File: src/rtl/fifo_reader_pkg.sv
// ============================================================================
// Module : fifo_reader_pkg
// Brief  : Shared types and default widths for the FIFO burst reader.
//          state_t    - burst controller states
//          DATA_WIDTH - default FIFO / stream data width
//          LEN_WIDTH  - default burst length / counter width
// Rev    : 1.0  initial release
// ============================================================================
`default_nettype none

package fifo_reader_pkg;

  localparam int DATA_WIDTH = 32;
  localparam int LEN_WIDTH  = 8;

  typedef enum logic [1:0] {
    IDLE  = 2'd0,
    READ  = 2'd1,
    DRAIN = 2'd2,
    DONE  = 2'd3
  } state_t;

endpackage

`default_nettype wire

File: src/rtl/stream_out_stage.sv
// ============================================================================
// Module : stream_out_stage
// Brief  : Single-entry registered valid/ready slice carrying data + last.
// Ports  : clk, rst         - clock, synchronous active-low reset
//          load             - capture load_data/load_last this edge
//          load_data        - word to capture
//          load_last        - last marker to capture
//          ready            - downstream accept
//          valid/data/last  - registered stream outputs
//          can_accept       - slot is free now or frees on this edge
// Rev    : 1.0  initial release
// ============================================================================
`default_nettype none

module stream_out_stage #(
  parameter int DataWidth = 32
) (
  input  logic                 clk,
  input  logic                 rst,
  input  logic                 load,
  input  logic [DataWidth-1:0] load_data,
  input  logic                 load_last,
  input  logic                 ready,
  output logic                 valid,
  output logic [DataWidth-1:0] data,
  output logic                 last,
  output logic                 can_accept
);

  // A full slot whose word is being taken this cycle can be refilled on the
  // same edge, which is what sustains one word per cycle.
  assign can_accept = !valid || ready;

  always_ff @(posedge clk) begin
    if (!rst) begin
      valid <= 1'b0;
      data  <= '0;
      last  <= 1'b0;
    end else if (load) begin
      valid <= 1'b1;
      data  <= load_data;
      last  <= load_last;
    end else if (valid && ready) begin
      // Data is left in place; only the qualifiers drop.
      valid <= 1'b0;
      last  <= 1'b0;
    end
  end

endmodule

`default_nettype wire

File: src/rtl/fifo_burst_reader.sv
// ============================================================================
// Module : fifo_burst_reader
// Brief  : Pops exactly burstLen words from a fall-through FIFO on start and
//          forwards them on a registered valid/ready stream with a last
//          marker; a one-cycle done pulse closes each burst.
// Ports  : clk, rst                   - clock, synchronous active-low reset
//          start, burstLen            - burst request (sampled in IDLE only)
//          busy, done                 - status (registered)
//          fifoReadEn                 - FIFO pop strobe (combinational)
//          fifoReadData, fifoEmpty    - FIFO head word and empty flag
//          outValid, outData, outLast - registered stream outputs
//          outReady                   - downstream accept
// Rev    : 1.0  initial release
// ============================================================================
`default_nettype none

module fifo_burst_reader
  import fifo_reader_pkg::*;
#(
  parameter int DataWidth = DATA_WIDTH,
  parameter int LenWidth  = LEN_WIDTH
) (
  input  logic                 clk,
  input  logic                 rst,
  input  logic                 start,
  input  logic [LenWidth-1:0]  burstLen,
  output logic                 busy,
  output logic                 done,
  output logic                 fifoReadEn,
  input  logic [DataWidth-1:0] fifoReadData,
  input  logic                 fifoEmpty,
  output logic                 outValid,
  output logic [DataWidth-1:0] outData,
  output logic                 outLast,
  input  logic                 outReady
);

  state_t              state;
  logic [LenWidth-1:0] remaining;
  logic                can_accept;
  logic                pop;
  logic                last_pop;

  // Gating with rst keeps the strobe low during reset even before the state
  // register has been cleared.
  assign pop        = rst && (state == READ) && (remaining != '0) &&
                      !fifoEmpty && can_accept;
  assign fifoReadEn = pop;
  assign last_pop   = (remaining == LenWidth'(1));

  stream_out_stage #(
    .DataWidth (DataWidth)
  ) u_out (
    .clk        (clk),
    .rst        (rst),
    .load       (pop),
    .load_data  (fifoReadData),
    .load_last  (last_pop),
    .ready      (outReady),
    .valid      (outValid),
    .data       (outData),
    .last       (outLast),
    .can_accept (can_accept)
  );

  // busy and done are registered alongside the state so they are exact
  // decodes of the state the FSM is in during each cycle.
  always_ff @(posedge clk) begin
    if (!rst) begin
      state     <= IDLE;
      remaining <= '0;
      busy      <= 1'b0;
      done      <= 1'b0;
    end else begin
      done <= 1'b0;
      case (state)
        IDLE: begin
          if (start) begin
            busy <= 1'b1;
            if (burstLen != '0) begin
              remaining <= burstLen;
              state     <= READ;
            end else begin
              state <= DONE;
              done  <= 1'b1;
            end
          end
        end
        READ: begin
          if (pop) begin
            remaining <= remaining - LenWidth'(1);
            if (last_pop) begin
              state <= DRAIN;
            end
          end
        end
        DRAIN: begin
          // can_accept covers both "last word leaves on this edge" and
          // "slot already empty".
          if (can_accept) begin
            state <= DONE;
            done  <= 1'b1;
          end
        end
        DONE: begin
          state <= IDLE;
          busy  <= 1'b0;
        end
        default: begin
          state <= IDLE;
          busy  <= 1'b0;
        end
      endcase
    end
  end

endmodule

`default_nettype wire

File: config.mk
export PLATFORM = sky130hd
export DESIGN_NAME = fifo_burst_reader
export DESIGN_NICKNAME = d
export VERILOG_FILES = /design/src/rtl/fifo_reader_pkg.sv /design/src/rtl/stream_out_stage.sv /design/src/rtl/fifo_burst_reader.sv
export SDC_FILE = /design/constraint.sdc
export NUM_CORES = 1
export LEC_CHECK = 0
export CAP_MARGIN = 20
export CELL_PAD_IN_SITES_DETAIL_PLACEMENT = 1
export CELL_PAD_IN_SITES_GLOBAL_PLACEMENT = 1
export CORE_ASPECT_RATIO = 1.2
export CORE_MARGIN = 5
export CORE_UTILIZATION = 31
export DETAILED_ROUTE_END_ITERATION = 8
export PLACE_DENSITY_LB_ADDON = 0.1
export SYNTH_ARGS = -nofsm -noshare
export SYNTH_HDL_FRONTEND = slang
export SYNTH_SLANG_ARGS = --single-unit
File: constraint.sdc
create_clock -name clk -period 3.09 [get_ports clk]
set_clock_uncertainty 0.1 [all_clocks]
set_input_delay 0.618 -clock clk [delete_from_list [all_inputs] [get_ports clk]]
set_output_delay 0.618 -clock clk [all_outputs]
set_load 0.005 [all_outputs]
Word-level counts from Yosys, hierarchy flattened
Cells that the tools add are included.
{ "totals": {"inputBits": 45, "regBits": 46} }
{ "op_classes": {"addsub": 1, "mux": 19, "reduce_logical": 17, "n_eq_ne": 9} }
{ "op_table": {"columns": ["op", "count"], "rows": [
  ["2-to-1 mux 8 bit", 3],
  ["case mux 8 bit (2 select lines)", 1],
  ["nonzero test 8 bit", 2],
  ["2-to-1 mux 2 bit", 5],
  ["== test 8 x 1 -> 1 bit, second input constant", 1],
  ["inequality test 2 bit, second input constant", 4],
  ["case mux 2 bit (4 select lines)", 1],
  ["AND reduction 4 bit", 2],
  ["subtractor 8 x 1 -> 8 bit, second input constant", 1],
  ["2-to-1 mux 1 bit", 7],
  ["nonzero test 2 bit", 3],
  ["logical AND 1 bit", 5],
  ["== test 2 bit, second input constant", 2],
  ["case mux 1 bit (2 select lines)", 2],
  ["== test 2 x 1 -> 1 bit, second input constant", 1],
  ["zero test 1 bit", 2],
  ["zero test 2 bit", 1],
  ["inequality test 2 x 1 -> 1 bit, second input constant", 1],
  ["AND reduction 2 bit", 1],
  ["logical OR 1 bit", 1]
]} }

Depth between registers and ports, before layout
Gate-level depths: netlist of run 1.
{ "depth": {"depth_word": 7, "ltp_mapped": 10, "mapped_depth_nobuf": 8} }

Modules after synthesis
From an unflattened synthesis of run 1, not the netlist that was laid out.
{ "unflattened": {"cells_unflattened": 229, "hier_area_um2": 2303.5} }
{ "modules_own_cells": {"columns": ["mod", "cells_each", "seq_area_each_um2", "area_per_inst_um2", "instances"], "rows": [
  ["stream_out_stage", 112, 680.7, 1321.3, 1],
  ["fifo_burst_reader", 117, 240.2, 982.2, 1]
]} }

Worst setup path before layout of run 1
No wires, ideal clock.
{ "synth_timing": {"kind": "input-to-output", "startpoint": "input rst", "endpoint": "output fifoReadEn", "slack_ps": 686, "arrival_ps": 1686, "required_time_ps": 2372, "cell_stages": 6, "cell_sequence": "clkbuf_1 nand3b_1 or2_1 buf_2 inv_2 clkbuf_1"} }
{ "synth_via": {"elab_chain_len": 4} }
{ "synth_rtl": {"columns": ["element", "line", "text"], "rows": [
  ["from (decl)", "fifo_burst_reader.sv:24", "input logic rst,"],
  ["logical AND 1 bit (3 in a row)", "fifo_burst_reader.sv:46", "assign pop = rst && (state == READ) && (remaining != '0) &&"],
  ["logical AND 1 bit", "fifo_burst_reader.sv:47", "!fifoEmpty && can_accept;"],
  ["to (decl)", "fifo_burst_reader.sv:29", "output logic fifoReadEn,"]
]} }
Every way passes these cells.

Worst setup path after layout of run 1
{ "layout_timing": {"startpoint": "input outReady", "endpoint": "output fifoReadEn"} }
{ "layout_via": {"elab_chain_len": 2} }
{ "layout_rtl": {"columns": ["element", "line", "text"], "rows": [
  ["from (decl)", "fifo_burst_reader.sv:35", "input logic outReady"],
  ["logical OR 1 bit", "stream_out_stage.sv:32", "assign can_accept = !valid || ready;"],
  ["logical AND 1 bit", "fifo_burst_reader.sv:47", null]
]} }
Every way passes these cells.

==> metrics.txt, run 1 <==
clock latency on the worst-skew pair a little under 0.3 ns; GRT overflow 0; Initial Util 31.6%; met3 routed WL 303 um; worst endpoint required time roughly 2.4 ns; multiplexer area fraction after synthesis between 1 and 1.5%; Final Hold Viols 0; critical path's slowest cell clkdlybuf4s50_1; max layer used met4; first-pass GRT wire length roughly 10000 um; simple-gate share of the synthesized area 25.0%; WP buf/inv 3; HP Start u_out.data[26]; post-route antenna net violation count 0; Critical path origin outReady; sequential share of the synthesized area a little over two fifths; CP top delay family buffers and inverters; # rows 33; total area of sequential cells about 920 um^2; Worst Setup Start Kind input pin; area of the multi-input gates ~1100 um^2; met1 WL between 2000 and 3000 um; core area 6810 um^2; Synth Flop Type dfxtp_1; CP arrival 2.26 ns; Syn Area/Cell approximately 8 um^2; Crit path largest cell delay between 0.5 and 0.6 ns; Setup crit end fifoReadEn; DRC viols 0; Reg2Reg Setup Slack around 0.81 ns; pwr dens 660 nW/um^2; largest family of logic cells by synthesized area simple AND/OR/NAND/NOR gates; LEAKAGE 0.00117 uW; Yosys warning count 0; Total Routing Usage GR 14.9%; Area Growth Syn to Fin 46.8%; Stages on worst setup path 6; Fmax approximately 340 MHz; Worst Setup Slack, final between 0.1 and 0.15 ns; Root Buffer clkbuf_8; clock sink total 46; worst-path fanout max 3; reg-to-reg startpoint remaining[0]; initial antenna violation count 0; DP HPWL 4550 um; H-tree levels 2; CTS Buffer Depth 2; I/O Buffers just over 80; synthesized-area fraction occupied by adder cells roughly 4.1%; CTS clock-pin slew for the worst setup and hold paths roughly 0.080 ns; total CTS buffers 5; via count 2096; Max-Cap Viols 0; WL/cell about 14 um; I/O pin count 82; TritonCTS clock tree built; crit path cell chain clkdlybuf4s50_1 > nand2b_1 > nand3b_1 > or2_1 > inv_2 > clkdlybuf4s50_1; Via density ~4.8; worst hold path type reg2reg; Layout Cells excl Fill about 430; Synth Area in Compound Gates about a fifth; GPL Wtd Cong roughly 0.75; worst vdd ir 391 uV; Antenna Cells 0; Post-Route WL slightly above 6000 um; status finished clean; total power approximately 2100 uW; Syn Nets between 300 and 400; Die H around 100 um; Final nets a little under 400; Post-Synth XOR/XNOR Area 0%; WS Path Type in2out; EDFF count, synth 0; cells on worst reg2reg path 8; Yosys cell types 40; Cells after DPL roughly 430; R2R Path End u_out.data[20]; Die W 86.0 um; post-route minimum period a little under 3 ns; area of the mapped netlist 2150 um^2; Syn Inst Count between 200 and 300; met2 wire length between 3000 and 4000 um; worst slew pin tran ~0.52 ns; Pre-antenna DRT Iters 5; relative slew slack between 60% and 70%; TNS Setup 0 ns; fill count approximately 830; 1st-iter DRT viols 47; CP Capture Type output pin; Synth Register Bits 46; Setup Buffers After CTS 0; fin util 46.3%; Slew Viols, Final 0; hold_buf cts 0; vias in the first global route between 2000 and 2500; layout cell share with drive strength beyond 1 under 10%; Tcrit/Tclk final a little over nine tenths; Setup WS pre-CTS between 0.1 and 0.15 ns; Die Area around 8700 um^2; most frequent CP cell clkdlybuf4s50_1; Final setup viols 0; fraction of registers with async set/reset 0%; largest net degree at the start of global routing between 50 and 60
## power by group
part	total (uW)	internal [uW]	switching, uW	leakage [uW]
sequential	754	682	71.4	0.000373
combinational	889	439	450	0.000742
clock	440	242	198	0.0000524
## flip-flops by register name, summed over array words and instances, names as in the netlist
name         flops
u_out.data      32
u_out.valid      1
remaining        8
state            2
done             1
busy             1
u_out.last       1
## worst register-to-register path, stage by stage (launching register included)
cell	delay, ns
dfxtp_1	0.37
inv_1	0.11
ha_1	0.18
or3b_2	0.48
o21ai_2	0.16
or2_1	0.15
buf_4	0.35
nand2_1	0.11
a21boi_0	0.19
## cell type report
class                           instances  area share [%]
Multi-Input combinational cell        193            35.2
Sequential cell                        46            29.2
Timing Repair Buffer                   88            27.3
Tap cell                               87            3.45
Clock buffer                            7            2.42
Inverter                               12            1.43
Clock inverter                          1           0.951
## per-stage QoR
| step | hold slack, ns | area [um^2] |
|---|---|---|
| after floorplan | 0.346 | 2150 |
| after global placement | 0.340 | 3050 |
| after detailed placement | 0.345 | 3050 |
| after CTS | 0.358 | 3150 |
| after global routing | 0.384 | 3160 |
| final | 0.355 | 3160 |
## synthesized netlist by cell type (all sizes together) (2+ instances only)
cell type,n,share of area (%)
or3,4,1.4
o22ai,9,2.6
ha,7,4.1
or4,3,1.2
dfxtp,46,43
buf,5,1.5
and3,6,1.7
nand3b,2,0.70
nand2b,4,1.2
nand3,3,0.70
clkbuf,12,2.1
nand2,87,15
mux2i,2,0.93
nor2b,3,0.87
inv,12,2.1
nor2,2,0.35
o21ai,10,2.3
o31ai,2,0.70
a21boi,34,12
## metal layers
| layer | vias to the layer above | track usage [%] |
|---|---|---|
| met4 | 0 | 4.38 |
| met2 | 45 | 27.1 |
| met1 | 989 | 17.4 |
| met5 | - | 0 |
| li1 | 1056 | - |
| met3 | 6 | 3.17 |
## how the worst min path moves through the flow
stage | endpoint | slack (ns) | cells after the start
floorplan | remaining[5] | 0.35 | 2
global route | u_out.data[5] | 0.38 | 2
CTS | u_out.data[26] | 0.36 | 2
finish | u_out.data[26] | 0.36 | 2
global placement | u_out.data[5] | 0.34 | 2
detailed placement | u_out.data[26] | 0.35 | 2
## kinds of logic after synthesis
family	Yosys count
adder cells (fa/ha/maj)	7
multiplexers	3
flip-flops	46
AND/OR/NAND/NOR	119
buffers and inverters	29
AO/OA/AOI/OAI	64
## what timing repair did
item	CTS	global route
endpoints found under the hold margin	0	0
setup endpoints to repair	0	1
gates resized for setup	0	1
## cell usage in the layout, fill, tap and decap left out, types with 3 or more instances in the layout
cell type         n
a21boi_1         17
clkbuf_8          5
or3_1             3
inv_1            11
o22ai_1           9
o21ai_0           6
buf_4             7
a21boi_0         17
o21ai_1           3
dfxtp_1          46
nand2_1          87
ha_1              7
and3_1            6
nand2b_1          4
clkdlybuf4s50_1  81
nor2b_1           3
nand3_1           3
Power figures use the tool's default switching activity.
==> run 2: changes to the inputs <==
==> constraint.sdc (replaced) <==
create_clock -name clk -period 2.8 [get_ports clk]
set_clock_uncertainty 0.1 [all_clocks]
set_input_delay 0.56 -clock clk [delete_from_list [all_inputs] [get_ports clk]]
set_output_delay 0.56 -clock clk [all_outputs]
set_load 0.005 [all_outputs]
==> run 2 against run 1 <==
  * Via count up 0.14%
  * Sequential share of layout area fell by 0.27 points
  * Largest power group unchanged
  * Total power rose by 11%
==> metrics.txt, run 2 (synthesized netlist as in run 1, its figures left out) <==
Initial Util 31.6% (unchanged); TritonCTS clock tree built; H-tree levels 2 (unchanged); met3 Use GR 3.50% (+0.33 points); Reg2Reg Setup Slack 0.57 ns (-0.24 ns); pwr dens 722 nW/um^2 (+9.5%); total CTS buffers 5 (unchanged); relative slew slack 69.9% (+4.4 points); largest registers u_out.data (32), remaining (8), state (2); Total Routing Usage GR 14.5% (-0.41 points); cells on worst reg2reg path 8 (unchanged); core area 6810 um^2 (unchanged); hold depth 2 (unchanged); Setup Buffers After CTS 0 (unchanged); leading cell type in the layout, fill and taps excluded nand2_1; fin util 46.8% (+0.50 points); status finished clean; largest net degree at the start of global routing 54 (unchanged); reg-to-reg startpoint remaining[1]; GPL Wtd Cong 0.733 (-2.7%); I/O pin count 82 (unchanged); Fmax about 370 MHz; 1st-iter DRT viols 56 (+19%); Pre-antenna DRT Iters 4 (-1); RSZ-0062 raised after global routing no; R2R Path End u_out.data[17]; most frequent cells in the layout nand2_1, clkdlybuf4s50_1, dfxtp_1, a21boi_1, a21boi_0; Area Growth Syn to Fin 48.3%; I/O Buffers 81 (unchanged); via count 2099 (+0.14%); clock sink total 46 (unchanged); Die Area 8710 um^2 (unchanged); first-pass GRT wire length 10200 um (-1.6%); CTS Buffer Depth 2 (unchanged); Slew Viols, Final 0 (unchanged); Setup WS pre-CTS -0.0106 ns (-0.133 ns); CTS clock-pin slew for the worst setup and hold paths 0.09 ns (about the same); Biggest register u_out.data; WL/cell 14.0 um (-1.9%); WS Path Type reg2out; met2 Resource Use GR 25.5% (-1.5 points); Worst Setup Slack, final 0.130 ns (+0.0136 ns); Die H 101 um (unchanged); Final nets 403 (+1.3%); Final setup viols 0 (unchanged); hold_buf cts 0 (unchanged); worst slew pin tran 0.452 ns (-0.0640 ns); Most Crowded Layer GR met2; Antenna Cells 0 (unchanged); Tcrit/Tclk final 95.4%; Min-Delay Endpoint u_out.data[9]; worst endpoint required time 2.14 ns (-0.23 ns); layout cell share with drive strength beyond 1 6.82% (+1.3 points); clock latency on the worst-skew pair 0.29 ns (about the same); Max-Cap Viols 0 (unchanged); # rows 33 (unchanged); GRT overflow 0 (unchanged); worst hold path type reg2reg; DRC viols 0 (unchanged); post-route antenna net violation count 0 (unchanged); LEAKAGE 0.00119 uW (+2.3%); vias in the first global route 2159 (-0.60%); initial antenna violation count 0 (unchanged); HP Start u_out.data[9]; Root Buffer clkbuf_8; Worst Setup Start Kind flop; Post-Route WL 6130 um (-0.79%); Final Hold Viols 0 (unchanged); DP HPWL 4580 um (+0.64%); Die W 86.0 um (unchanged); fill count 824 (-0.24%); post-route minimum period roughly 2.7 ns; worst-path fanout max 4 (+1); worst vdd ir 491 uV (+26%); met1 Track Usage GR 17.5% (+0.026 points); number of flip-flops under the largest register name 32 (unchanged); CP arrival 2.01 ns (-0.25 ns); Via density 4.78 (-1.0%); CP Capture Type output pin
-- run 2: cell count changes in the layout (fill, tap and decap cells not counted) --
cell | before | now
dlygate4sd2_1 | 0 | 1
o21ai_1 | 3 | 4
dfxtp_2 | 0 | 1
o21ai_2 | 1 | 0
clkdlybuf4s50_1 | 81 | 80
dfxtp_1 | 46 | 45
buf_4 | 7 | 12
-- run 2: worst max-delay path by stage --
stage,slack [ns],cells after the start,startpoint,endpoint
after floorplan,0.51,6,rst,fifoReadEn
after global placement,0.006,6,outReady,fifoReadEn
after detailed placement,-0.01,6,outReady,fifoReadEn
after CTS,0.1,7,remaining[0],fifoReadEn
after global routing,0.01,7,remaining[1],fifoReadEn
final,0.13,7,remaining[1],fifoReadEn
-- run 2: worst max-delay path: stages, from the launching register on --
cell and delay, ns:
dfxtp_1 0.34, inv_1 0.12, ha_1 0.18, or3b_2 0.46
o21ai_1 0.16, or2_1 0.15, inv_2 0.04, dlygate4sd2_1 0.27
-- run 2: metal layers --
| metal | vias up | routed length, um |
|---|---|---|
| li1 | 1060 | - |
| met1 | 984 | 2600 |
| met2 | 51 | 3080 |
| met3 | 4 | 373 |
| met4 | 0 | 76 |
| met5 | - | 0 |
-- run 2: final cells by class --
class                           count  area, um^2  share of cell area [%]
Inverter                           12        45.0                    1.41
Clock inverter                      1        30.0                   0.941
Tap cell                           87         109                    3.41
Clock buffer                        7        76.3                    2.39
Multi-Input combinational cell    193        1110                    34.7
Timing Repair Buffer               93         900                    28.2
Sequential cell                    46         922                    28.9
-- run 2: timing repair --
action | CTS | global route
gates resized for setup | 1 | 1
endpoints found under the hold margin | 0 | 0
setup endpoints to repair | 1 | 1
-- run 2: metrics by stage --
step / setup TNS [ns] / hold slack, ns / instances / total power [uW] / instance area, um^2
3_3_place_gp: 0 / 0.340 / 431 / 1820 / 3080
2_1_floorplan: 0 / 0.346 / 268 / 1480 / 2150
3_5_place_dp: -0.0106 / 0.348 / 431 / 1840 / 3080
6_report: 0 / 0.356 / 439 / 2300 / 3190
4_1_cts: 0 / 0.361 / 439 / 2340 / 3190
5_1_grt: 0 / 0.389 / 439 / 2500 / 3190
-- run 2: power by group --
| part | switching [uW] | internal, uW |
|---|---|---|
| sequential | 78.2 | 754 |
| combinational | 488 | 501 |
| clock | 215 | 267 |
| total | 781 | 1520 |
==> run 3: changes to the inputs <==
--- a/config.mk
+++ b/config.mk
@@ -5,11 +5,12 @@
 export SDC_FILE = /design/constraint.sdc
 export NUM_CORES = 1
 export LEC_CHECK = 0
+export ABC_CLOCK_PERIOD_IN_PS = 2800
 export CAP_MARGIN = 20
 export CELL_PAD_IN_SITES_DETAIL_PLACEMENT = 1
 export CELL_PAD_IN_SITES_GLOBAL_PLACEMENT = 1
 export CORE_ASPECT_RATIO = 1.2
-export CORE_MARGIN = 5
+export CORE_MARGIN = 2
 export CORE_UTILIZATION = 31
 export DETAILED_ROUTE_END_ITERATION = 8
 export PLACE_DENSITY_LB_ADDON = 0.1
==> run 3 against run 2 <==
  * Non-clock buffer count decreased by 2
  * Sequential power is essentially flat
  * Routed wire length fell by 2.3%
  * Core utilization up 0.16 points
  * Via count fell by 1.2%
  * First-iteration DRC count is 23% lower
  * Highest routed layer unchanged
  * Fmax rose by 1.5%
  * Clock power down 4.6%
==> metrics.txt, run 3 (synthesized netlist as in run 1, its figures left out) <==
Pre-antenna DRT Iters 4 (unchanged); Reg power frac 36.9% (+0.8 points); CP arrival 1.97 ns (-0.04 ns); Pint 1470 uW (-3.5%); worst slew pin tran 0.481 ns (+0.0296 ns); Die H 95.2 um (-5.9%); worst hold path type reg2reg; TNS Setup 0 ns (unchanged); status finished clean; pwr dens 711 nW/um^2 (-1.5%); Final Hold Viols 0 (unchanged); largest net degree at the start of global routing 54 (unchanged); Max-Cap Viols 0 (unchanged); Post-Route WL 5990 um (-2.3%); clock power share 20.4% (-0.6 points); core area 6770 um^2 (-0.61%); largest registers u_out.data (32), remaining (8), state (2); DP HPWL 4340 um (-5.2%); most frequent cells in the layout nand2_1, clkdlybuf4s50_1, dfxtp_1, a21boi_1, a21boi_0; Die Area 7620 um^2 (-12%); Root Buffer clkbuf_8; post-route antenna net violation count 0 (unchanged); clock latency on the worst-skew pair 0.30 ns (about the same); number of flip-flops under the largest register name 32 (unchanged); Setup WS pre-CTS 0.0364 ns (+0.0470 ns); leading cell type in the layout, fill and taps excluded nand2_1; fin util 47.0% (+0.16 points); Fin Hold WS 0.356 ns (+0.0000990 ns); CTS Buffer Depth 2 (unchanged); WS Path Type reg2out; worst endpoint required time 2.14 ns (about the same); Fmax 380 MHz (+1.5%); clock sink total 46 (unchanged); Initial Util 31.8% (+0.19 points); post-route minimum period 2.63 ns (-0.0398 ns); TritonCTS clock tree built; GRT overflow 0 (unchanged); Via density 4.75 (-0.74%); Worst Setup Start Kind flop; Tcrit/Tclk final 93.9% (-1.4 points); LEAKAGE 0.00119 uW (-0.64%); via count 2074 (-1.2%); CTS clock-pin slew for the worst setup and hold paths 0.09 ns (about the same); most frequent CP cell inv_2; relative slew slack 67.9% (-2.0 points); vias in the first global route 2033 (-5.8%); Total Routing Usage GR 16.4% (+1.9 points); RSZ-0062 raised after global routing no; CP top delay family simple AND/OR/NAND/NOR gates; DP Area 3070 um^2 (-0.49%); Antenna Cells 0 (unchanged); Combinational Power Share 42.8% (about the same); initial antenna violation count 0 (unchanged); Slew Viols, Final 0 (unchanged); H-tree levels 2 (unchanged); fill count 817 (-0.85%); first-pass GRT wire length 9890 um (-3.4%); I/O pin count 82 (unchanged); CP Capture Type output pin; worst-path fanout max 5 (+1); total area of sequential cells 923 um^2 (+0.14%); hold_buf cts 0 (unchanged); Design Area, Final 3180 um^2 (-0.27%); Die W 80.0 um (-7.0%); crit path cell chain inv_2 > ha_2 > or3b_2 > o21ai_2 > or2_1 > inv_2 > dlygate4sd2_1; net switching power 794 uW (+1.7%); total CTS buffers 5 (unchanged); switching share of power 35.1% (+1.2 points); GPL Wtd Cong 0.755 (+3.0%); 1st-iter DRT viols 43 (-23%); I/O Buffers 81 (unchanged); Reg2Reg Setup Slack 0.60 ns (+0.03 ns); Area Growth Syn to Fin 47.9%; WL/cell 13.7 um (-1.8%); worst vdd ir 379 uV (-23%); layout cell share with drive strength beyond 1 8.29% (+1.5 points); Crit path largest cell delay 0.46 ns (about the same); WP buf/inv 3 (unchanged); Biggest register u_out.data; Worst Setup Slack, final 0.170 ns (+0.0398 ns); DRC viols 0 (unchanged); critical path's slowest cell or3b_2; # rows 33 (unchanged); Final nets 401 (-0.50%); Final setup viols 0 (unchanged); area of the multi-input gates 1110 um^2 (+0.56%)
==> run 3: cell count changes in the layout (fill, tap and decap cells not counted) <==
cell / delta
o21ai_1: -1
dfxtp_2: +1
clkbuf_1: -2
ha_2: +1
bufinv_16: -1
ha_1: -1
inv_1: -2
clkbuf_8: +2
inv_2: +2
dfxtp_1: -1
buf_4: -2
clkinv_4: +1
o21ai_2: +1
==> run 3: stage by stage <==
stage,power [uW],instances
after floorplan,1480,268
after detailed placement,1820,429
final,2260,437
after CTS,2300,437
after global routing,2460,437
after global placement,1800,429
==> run 3: area by class of cell <==
class,instances,area share (%)
clock inverters,1,0.275
multi-input cells,193,35.0
clock buffers,7,3.03
well taps,87,3.42
flip-flops and latches,46,29.0
repair buffers,91,27.8
inverters,12,1.42
==> run 3: final timing paths <==
check,startpoint,to,cells past startpoint
setup / recovery,remaining[0],fifoReadEn,7
hold / removal,u_out.data[14],u_out.data[14],2
setup reg to reg,remaining[2],state[0],4
hold reg to reg,u_out.data[14],u_out.data[14],2
==> run 3: what timing repair did <==
action,4_1_cts,5_1_grt
setup buffers,0,0
setup endpoints to repair,1,0
gates resized for setup,7,0
==> run 3: layer usage <==
layer	track usage (%)	part of all wire, %	vias up	wire, um
met5	0	0	-	0
met2	28.4	48	46	2880
met1	20.6	46	960	2770
li1	-	-	1061	-
met3	3.22	4.6	7	273
met4	4.66	1.2	0	73
==> run 3: worst min-delay path, stage by stage (launching register included) <==
cell,delay (ns)
dfxtp_1,0.32
nand2_1,0.05
a21boi_1,0.05
==> run 3: power groups by stage <==
stage	clock network, uW	registers, uW	logic [uW]
final	461	834	968
after global routing	510	849	1100
after CTS	480	835	985
after detailed placement	0	846	972
after global placement	0	840	958
after floorplan	0	831	645
